`config.mk`:
```
export PLATFORM = sky130hd
export DESIGN_NAME = hwpe_kernel_adapter_ctrl_flat
export DESIGN_NICKNAME = d
export VERILOG_FILES = /design/src/rtl/hwpe_kernel_adapter_ctrl_if.sv /design/src/rtl/hwpe_kernel_adapter_ctrl.sv /design/src/flat_wrapper.sv
export SDC_FILE = /design/constraint.sdc
export NUM_CORES = 1
export LEC_CHECK = 0
export CAP_MARGIN = 20
export CORE_MARGIN = 2
export CORE_UTILIZATION = 40
export DETAILED_ROUTE_END_ITERATION = 16
export GPL_ROUTABILITY_DRIVEN = 0
export SETUP_SLACK_MARGIN = 0.2
export SLEW_MARGIN = 0
export SYNTH_ARGS = -nofsm -noshare
export SYNTH_HDL_FRONTEND = slang
export SYNTH_SLANG_ARGS = --single-unit
```
`constraint.sdc`:
```
create_clock -name clk_i -period 5.5 [get_ports clk_i]
set_input_delay 1.65 -clock clk_i [delete_from_list [all_inputs] [get_ports clk_i]]
set_output_delay 1.65 -clock clk_i [all_outputs]
set_load 0.005 [all_outputs]
```
`src/rtl/hwpe_kernel_adapter_ctrl_if.sv`:
```
// Stream handshake bundle between a kernel adapter and its control/flag generator.
// Pure wiring, no latency.
// Control only observes valid/ready; in_en is the per-sink gate driven back to the adapter.
interface hwpe_kernel_adapter_ctrl_if #(
  parameter int N_IN  = 3,
  parameter int N_OUT = 1
) ();
  logic [N_IN-1:0]  in_valid;
  logic [N_IN-1:0]  in_ready;
  logic [N_IN-1:0]  in_en;
  logic [N_OUT-1:0] out_valid;
  logic [N_OUT-1:0] out_ready;

  // adapter side: owns the streams, consumes the gate
  modport master (output in_valid, in_ready, out_valid, out_ready, input in_en);
  // control side: watches the streams, produces the gate
  modport slave  (input in_valid, in_ready, out_valid, out_ready, output in_en);
endinterface

```
`src/rtl/hwpe_kernel_adapter_ctrl.sv`:
```
// Counts sink/source beats against programmed targets; gates sinks and flags ready/done/idle.
// done_o one cycle after the last required output beat; idle_o one cycle after that.
// Never stalls streams itself; sinks are gated via in_en once their quota is met.
module hwpe_kernel_adapter_ctrl #(
  parameter int N_IN  = 3,
  parameter int N_OUT = 1,
  parameter int CNT_W = 16
) (
  input  logic                   clk_i,
  input  logic                   rst_ni,
  input  logic                   clear_i,
  input  logic                   start_i,
  input  logic [N_IN*CNT_W-1:0]  in_max_i,
  input  logic [N_OUT*CNT_W-1:0] out_max_i,
  hwpe_kernel_adapter_ctrl_if.slave hs,
  output logic                   ready_o,
  output logic                   done_o,
  output logic                   beat_o,
  output logic                   idle_o,
  output logic                   ovf_o
);

  typedef enum logic [1:0] {IDLE, RUN, DONE} state_e;

  state_e           state_q, state_d;
  logic [CNT_W-1:0] in_cnt_q  [N_IN];
  logic [CNT_W-1:0] in_cnt_d  [N_IN];
  logic [CNT_W-1:0] out_cnt_q [N_OUT];
  logic [CNT_W-1:0] out_cnt_d [N_OUT];
  logic             ovf_q, ovf_d;
  logic             idle_q, idle_d;
  logic             beat_q, beat_d;

  logic [N_IN-1:0]  in_hs, in_done;
  logic [N_OUT-1:0] out_hs;
  logic             restart, stray, all_out_done;

  assign in_hs  = hs.in_valid & hs.in_ready;
  assign out_hs = hs.out_valid & hs.out_ready;

  // per-sink quota reached, straight from the registered counts
  always_comb begin
    in_done = '0;
    for (int i = 0; i < N_IN; i++) begin
      in_done[i] = (in_cnt_q[i] == in_max_i[i*CNT_W +: CNT_W]);
    end
  end

  assign hs.in_en = (state_q == RUN) ? ~in_done : '0;
  assign ready_o  = (state_q == RUN) & (&in_done);
  assign done_o   = (state_q == DONE);
  assign idle_o   = idle_q;
  assign beat_o   = beat_q;
  assign ovf_o    = ovf_q;

  // next state, saturating counters and sticky overflow; clear overrides everything
  always_comb begin
    state_d      = state_q;
    in_cnt_d     = in_cnt_q;
    out_cnt_d    = out_cnt_q;
    restart      = 1'b0;
    stray        = 1'b0;
    all_out_done = 1'b1;
    beat_d       = |out_hs;

    case (state_q)
      IDLE: begin
        stray = |out_hs;
        if (start_i) begin
          restart = 1'b1;
          state_d = RUN;
        end
      end
      RUN: begin
        for (int i = 0; i < N_IN; i++) begin
          if (in_hs[i] && (in_cnt_q[i] < in_max_i[i*CNT_W +: CNT_W])) begin
            in_cnt_d[i] = in_cnt_q[i] + CNT_W'(1);
          end
        end
        for (int j = 0; j < N_OUT; j++) begin
          if (out_hs[j]) begin
            if (out_cnt_q[j] < out_max_i[j*CNT_W +: CNT_W]) begin
              out_cnt_d[j] = out_cnt_q[j] + CNT_W'(1);
            end else begin
              stray = 1'b1;
            end
          end
          if (out_cnt_d[j] != out_max_i[j*CNT_W +: CNT_W]) begin
            all_out_done = 1'b0;
          end
        end
        if (all_out_done) begin
          state_d = DONE;
        end
      end
      DONE: begin
        stray   = |out_hs;
        restart = start_i;
        state_d = start_i ? RUN : IDLE;
      end
      default: state_d = IDLE;
    endcase

    if (restart) begin
      in_cnt_d  = '{default: '0};
      out_cnt_d = '{default: '0};
    end
    ovf_d = (ovf_q & ~restart) | stray;

    if (clear_i) begin
      state_d   = IDLE;
      in_cnt_d  = '{default: '0};
      out_cnt_d = '{default: '0};
      ovf_d     = 1'b0;
    end

    idle_d = (state_d == IDLE);
  end

  // state and counter registers
  always_ff @(posedge clk_i or negedge rst_ni) begin
    if (!rst_ni) begin
      state_q   <= IDLE;
      in_cnt_q  <= '{default: '0};
      out_cnt_q <= '{default: '0};
      ovf_q     <= 1'b0;
      idle_q    <= 1'b1;
      beat_q    <= 1'b0;
    end else begin
      state_q   <= state_d;
      in_cnt_q  <= in_cnt_d;
      out_cnt_q <= out_cnt_d;
      ovf_q     <= ovf_d;
      idle_q    <= idle_d;
      beat_q    <= beat_d;
    end
  end

endmodule
```
`src/flat_wrapper.sv`:
```
// flat-port wrapper written by rule: the top's interface ports become plain ports
module hwpe_kernel_adapter_ctrl_flat 
#(
  parameter int N_IN  = 3,
  parameter int N_OUT = 1,
  parameter int CNT_W = 16
)
  (clk_i, rst_ni, clear_i, start_i, in_max_i, out_max_i, ready_o, done_o, beat_o, idle_o, ovf_o, hs_in_valid, hs_in_ready, hs_out_valid, hs_out_ready, hs_in_en);
  hwpe_kernel_adapter_ctrl_if #(.N_IN(N_IN), .N_OUT(N_OUT)) hs_i ();
  input  logic clk_i;
  input  logic rst_ni;
  input  logic clear_i;
  input  logic start_i;
  input  logic [N_IN*CNT_W-1:0] in_max_i;
  input  logic [N_OUT*CNT_W-1:0] out_max_i;
  output logic ready_o;
  output logic done_o;
  output logic beat_o;
  output logic idle_o;
  output logic ovf_o;
  input wire logic [$bits(hs_i.in_valid)-1:0] hs_in_valid;
  input wire logic [$bits(hs_i.in_ready)-1:0] hs_in_ready;
  input wire logic [$bits(hs_i.out_valid)-1:0] hs_out_valid;
  input wire logic [$bits(hs_i.out_ready)-1:0] hs_out_ready;
  output wire logic [$bits(hs_i.in_en)-1:0] hs_in_en;
  assign hs_i.in_valid = hs_in_valid;
  assign hs_i.in_ready = hs_in_ready;
  assign hs_i.out_valid = hs_out_valid;
  assign hs_i.out_ready = hs_out_ready;
  assign hs_in_en = hs_i.in_en;
  hwpe_kernel_adapter_ctrl #(.N_IN(N_IN), .N_OUT(N_OUT), .CNT_W(CNT_W)) u_core (.clk_i(clk_i), .rst_ni(rst_ni), .clear_i(clear_i), .start_i(start_i), .in_max_i(in_max_i), .out_max_i(out_max_i), .hs(hs_i), .ready_o(ready_o), .done_o(done_o), .beat_o(beat_o), .idle_o(idle_o), .ovf_o(ovf_o));
endmodule
```
==> impl_metrics.ini, run 1 <==
[outcome]
status = finished, final reports clean

[timing]
fmax_mhz = 193
slew_viol_final = 0
skew_ns = 0.00589
setup_viol = 0
fin_crit_sh_pct = 94.1
setup_tns_ns = 0
fin_crit_ns = 5.18
worst_pin_slew_ns = 1.06
holdWs_ns = 0.510
relSlewSlack_pct = 29.0
grt_setup_unrepaired = false
hold_viol = 0

[power_and_ir_drop]
leakagePower_nw = 3.32
p_per_area_nw_per_um2 = 182
ir_worst_vdd_v = 0.000178

[die]
num_rows = 43
chipWidth_um = 123
start_util_pct = 40.9
die_h_um = 123
core_um2 = 13900
die-area_um2 = 15200
num_io_pins = 84

[yosys]
synth.distinct_cells = 59
synth_nets = 821
synth-edff-count = 0
async_reset_ff_share_pct = 100
synth_top_area_cell = dfrtp_1
seq_area_frac_synth_pct = 30.4
yosys-top-cells-area = dfrtp_1, ha_1, inv_1
synth.avg_cell_area_um2 = 8.37
synth_top_area_share_pct = 30.0
synth_area_um2 = 5680
synth_top_flop_cell = dfrtp_1
yosysWarnings = 0
yosys-top-cells-count = inv_1, dfrtp_1, ha_1
ys_ff_latch = 69
synthCells = 678
post-synth-top-count-cell = inv_1

[clocking]
clk_transition_reported_paths_ns = 0.05
cts_sinks = 69
post-cts-setup-buffers = 0
cts_buffer_depth = 2
cts_tree = done
root_buffer = clkbuf_16
clk-insertion-delay-late_ns = 0.34
cts_buffers = 9
htree_levels = 3

[cells_and_area]
post-route-util_pct = 50.7
layoutNonFillerInstCount = 946
multiInputGateArea_um2 = 3620
area_growth_pct = 24.1
n_fill_cell = 1298
nets = 904
seq_area_um2 = 1730
n_antenna_cell = 0
drive_gt1_share_pct = 5.61

[setup_path]
critPathMaxStageDelay_ns = 0.46
crit_required_ns = 3.85
cp_cell_sequence = clkdlybuf4s50_1 > inv_1 > ha_1 > and3_1 > nand3_1 > nor4_2 > buf_4 > nand3_1 > nor2_1 > clkdlybuf4s15_1
cp_common_cell = nand3_1
crit_path_end_kind = output port
slowest_stage = clkdlybuf4s50_1
cp.buffers_inverters = 4
cp.arrival_ns = 3.53
setup.worst_path.start_class = primary input
critical_path_class = in -> out
cp_top_family = buffers and inverters
rr_worst_depth = 10
worstPathMaxFanout = 2
path_depth = 10

[global_route]
grt_overflow = 0
grt_usage_pct = 20.2
grt_max_degree = 44
antenna_found_initial = 0
grt_pass1_wl_um = 24300
grt_pass1_vias = 5070

[detailed_routing]
dr.pass1.iters = 4
drtIter0Drc = 328
antenna_left = 0
drc = 0
wl_per_cell_um = 15.6
routed-via-count = 5207
drt-total-wl_um = 14700
routed_via_density = 5.50

[hold_path]
holdPathStages = 2
min_path_type = reg -> reg

[placed_design]
numPortBuffers = 83
dp_cells = 929
hpwl_um = 11200

[run]
maxCapViolCount = 0
area by class of cell:
class	instances	share of cell area [%]
multi-input combinational	518	51.4
sequential	69	24.5
timing repair buffer	91	12.8
inverter	72	3.84
clock buffer	11	3.45
tap	180	3.20
clock inverter	5	0.835
repair_timing:
| action | CTS | global route |
|---|---|---|
| setup endpoints to repair | 2 | 2 |
| hold buffers | 0 | 0 |
| pin swaps | 0 | 1 |
| resized for setup | 3 | 3 |
power by group:
group          total [W]  switching [W]  internal (W)  leakage, nW
logic           0.000181      0.0000903     0.0000905         2.22
registers       0.000514     0.00000302      0.000511        0.958
clock network   0.000589       0.000225      0.000364        0.142
total            0.00128       0.000319      0.000966         3.32
stage by stage:
stage	setup WS (ns)	total power, W	instance area [um2]
after CTS	0.263	0.00130	7010
after global placement	-0.00281	0.000700	6710
after detailed placement	-0.0288	0.000705	6710
final	0.324	0.00128	7040
after global routing	0.201	0.00134	7040
after floorplan	1.16	0.000603	5680
worst register-to-register path: cells and delay by family (launching register included):
kind,cells,cell delay (ns)
adder cells (fa/ha/maj),1,0.34
AO/OA/AOI/OAI,5,1.24
flip-flops,1,0.47
XOR/XNOR,1,0.15
AND/OR/NAND/NOR,3,1.07
worst paths after layout:
path,startpoint,endpoint,slack (ns)
hold reg to reg,u_core.ovf_o,u_core.ovf_o,0.51
max in group asynchronous,rst_ni,u_core.in_cnt_q[16],3.47
setup / recovery,in_max_i[35],ready_o,0.32
hold / removal,u_core.ovf_o,u_core.ovf_o,0.51
min in group asynchronous,rst_ni,u_core.in_cnt_q[20],1.14
setup reg to reg,u_core.out_cnt_q[9],u_core.state_q[0],2.10
layer usage:
metal | GRT usage, % | wire [um] | vias to the layer above
met5 | 0 | 0 | -
met4 | 4.83 | 85 | 0
met3 | 4.06 | 591 | 6
met2 | 34.7 | 7450 | 95
met1 | 26.0 | 6600 | 2476
li1 | - | - | 2630
cell usage in the layout (no fill, tap or decap), types with 3 or more instances in the layout:
cell type         n
a21oi_1          45
buf_4             7
o211ai_1          8
nor4_2            3
and4_1            6
ha_1             67
nand2b_1          4
and2_1           10
mux2i_1           4
or4_1            12
o41ai_1           4
xnor2_1          25
o21a_1           10
nand3_1          27
nand4_1          23
xor2_1           11
clkdlybuf4s50_1  79
nor3_1            9
clkbuf_16         9
nor4_1            3
a31o_2            4
o21ai_0          48
and3_1           16
a21o_1           14
a31oi_1           4
nor2b_1           7
or3_1            21
inv_1            72
dfrtp_1          68
o31ai_1           8
nand2_1          64
nor2_1           31
sequential cells by signal, summed over array words and instances (netlist names):
| register | cells |
|---|---|
| u_core.beat_o | 1 |
| u_core.idle_o | 1 |
| u_core.in_cnt_q | 48 |
| u_core.out_cnt_q | 16 |
| u_core.ovf_o | 1 |
| u_core.state_q | 2 |
kinds of logic (layout without fill, tap and decap cells):
kind of cell	Yosys count	in the layout	synth area share, %
compound gates	161	161	18.0
fa+ha+maj	67	67	14.8
xor+xnor	36	36	5.55
flops	69	69	30.4
simple gates	249	249	24.3
mux	5	5	0.904
buf+inv	91	179	6.04
Note: power is estimated with default switching activity, not from simulation.
==> run 2: changes to the inputs <==
--- a/config.mk
+++ b/config.mk
@@ -5,7 +5,7 @@
 export SDC_FILE = /design/constraint.sdc
 export NUM_CORES = 1
 export LEC_CHECK = 0
-export CAP_MARGIN = 20
+export CAP_MARGIN = 40
 export CORE_MARGIN = 2
 export CORE_UTILIZATION = 40
 export DETAILED_ROUTE_END_ITERATION = 16
==> impl_metrics.ini, run 2 (synthesis gave the netlist of run 1 again) <==
[outcome]
status = finished, final reports clean

[cells_and_area]
n_antenna_cell = 0
seq_area_um2 = 1730
largest_register_ffs = 48
reg.largest.list = u_core.in_cnt_q x48, u_core.out_cnt_q x16, u_core.state_q x2
top_register = u_core.in_cnt_q
multiInputGateArea_um2 = 3640
drive_gt1_share_pct = 8.62
layout_commonest_cell = clkdlybuf4s50_1
n_fill_cell = 1288
layoutNonFillerInstCount = 969
nets = 927
area_growth_pct = 27.6
mostFrequentLayoutCells = clkdlybuf4s50_1, inv_1, dfrtp_1

[placed_design]
dp_cells = 931
numPortBuffers = 83
hpwl_um = 11400

[clocking]
clk-insertion-delay-late_ns = 0.34
cts_buffer_depth = 2
clk_transition_reported_paths_ns = 0.06
cts_sinks = 69
cts_tree = done
cts_buffers = 9
root_buffer = clkbuf_16
htree_levels = 3
hold_buffers = 0

[timing]
hold_viol = 0
grt_setup_unrepaired = true
fin_crit_sh_pct = 94.3
fin_crit_ns = 5.19
setup_viol = 0
skew_ns = 0.00502
fmax_mhz = 193
setup_tns_ns = 0
relSlewSlack_pct = 45.6
slew_viol_final = 0
worst_pin_slew_ns = 0.814
holdWs_ns = 0.506

[detailed_routing]
routed-via-count = 5378
wl_per_cell_um = 15.8
drt-total-wl_um = 15300
drtIter0Drc = 313
dr.pass1.iters = 4
drc = 0
routed_via_density = 5.55
antenna_left = 0

[hold_path]
hp-start = u_core.ovf_o
min_path_type = reg -> reg

[setup_path]
critical_path_class = in -> reg
worstPathMaxFanout = 6
reg2reg_from = u_core.in_cnt_q[13]
crit_path_end_kind = register
setup.worst_path.start_class = primary input
crit_start = in_max_i[47]
cp.arrival_ns = 5.39
crit_required_ns = 5.70

[global_route]
grt_pass1_vias = 5343
grt_pass1_wl_um = 24900
antenna_found_initial = 0
grt_usage_pct = 20.9
grt_max_degree = 37
grt_overflow = 0

[power_and_ir_drop]
p_per_area_nw_per_um2 = 180
ir_worst_vdd_v = 0.000134
finalPower_w = 0.00130
leakagePower_nw = 3.44

[die]
die_h_um = 123
die-area_um2 = 15200
start_util_pct = 40.9
num_io_pins = 84
chipWidth_um = 123
core_um2 = 13900
num_rows = 43

[run]
maxCapViolCount = 0
## run 2: cell types whose count changed in the layout (fill, tap and decap cells not counted), sizes merged
cell	before	now
inv	73	72
buf	9	30
nand4	24	25
dlygate4sd2	1	0
dlymetal6s2s	1	2
clkbuf	11	14
clkinv	1	2
clkinvlp	2	0
## run 2: layout make-up
type	instances	area share, %
timing repair buffer	113	14.9
multi-input combinational	519	50.2
inverter	72	3.73
clock buffer	13	3.59
tap	180	3.11
clock inverter	3	0.605
sequential	69	23.9
## run 2: worst max-delay path, cell delays in order
cell and delay [ns]:
clkdlybuf4s50_1 0.46, inv_1 0.04, ha_1 0.28, nand4_1 0.19, buf_4 0.19, buf_4 0.12, buf_4 0.12, buf_4 0.12
buf_4 0.12, buf_4 0.12, buf_4 0.12, buf_4 0.12, buf_4 0.12, buf_4 0.12, buf_4 0.12, buf_4 0.12
buf_4 0.13, buf_4 0.13, buf_4 0.12, buf_4 0.13, a21oi_2 0.15, o21ai_2 0.14, nand2_2 0.10, clkbuf_4 0.18
or3_1 0.12, a21oi_1 0.06
## run 2: metal layers
layer  global-route usage [%]  vias up  share of wire, %
met5                        0        -                 0
met3                     5.12       39               4.4
met4                     8.10        0               3.1
met2                     36.2      114                49
met1                     25.0     2562                44
li1                         -     2663                 -
## run 2: report_power, final
part / internal (W) / switching [W] / leakage (nW)
sequential: 0.000511 / 0.00000311 / 0.958
clock: 0.000376 / 0.000223 / 0.150
combinational: 0.0000969 / 0.0000936 / 2.33
total: 0.000984 / 0.000320 / 3.44
## run 2: through the flow
stage	area, um2	utilization [%]	setup WS [ns]
floorplan	5680	-	1.16
CTS	7170	51.6	0.143
detailed placement	6740	48.6	0.00657
global placement	6710	48.3	-0.00281
global route	7240	52.2	0.188
finish	7240	52.2	0.313
## run 2: worst paths after layout
check                           cells after the start                   to  slack, ns
worst max-delay path                               26   u_core.in_cnt_q[3]       0.31
max in group asynchronous                           3  u_core.in_cnt_q[24]       3.45
worst max register to register                     24   u_core.in_cnt_q[3]       1.65
worst min-delay path                                2         u_core.ovf_o       0.51
min in group asynchronous                           1  u_core.in_cnt_q[21]       1.15
worst min register to register                      2         u_core.ovf_o       0.51
## run 2: what timing repair did
item / 4_1_cts / 5_1_grt
cloned: 0 / 1
endpoints found under the setup margin: 2 / 19
endpoints found under the hold margin: 0 / 0
pin swaps: 2 / 3
resized for setup: 1 / 11
setup buffers: 16 / 5
==> run 3: changes to the inputs <==
--- a/config.mk
+++ b/config.mk
@@ -8,6 +8,7 @@
 export CAP_MARGIN = 40
 export CORE_MARGIN = 2
 export CORE_UTILIZATION = 40
+export CTS_CLUSTER_DIAMETER = 150
 export DETAILED_ROUTE_END_ITERATION = 16
 export GPL_ROUTABILITY_DRIVEN = 0
 export SETUP_SLACK_MARGIN = 0.2
==> results of run 3 <==
The final DEF is identical to that of run 2; final timing and power are the same.
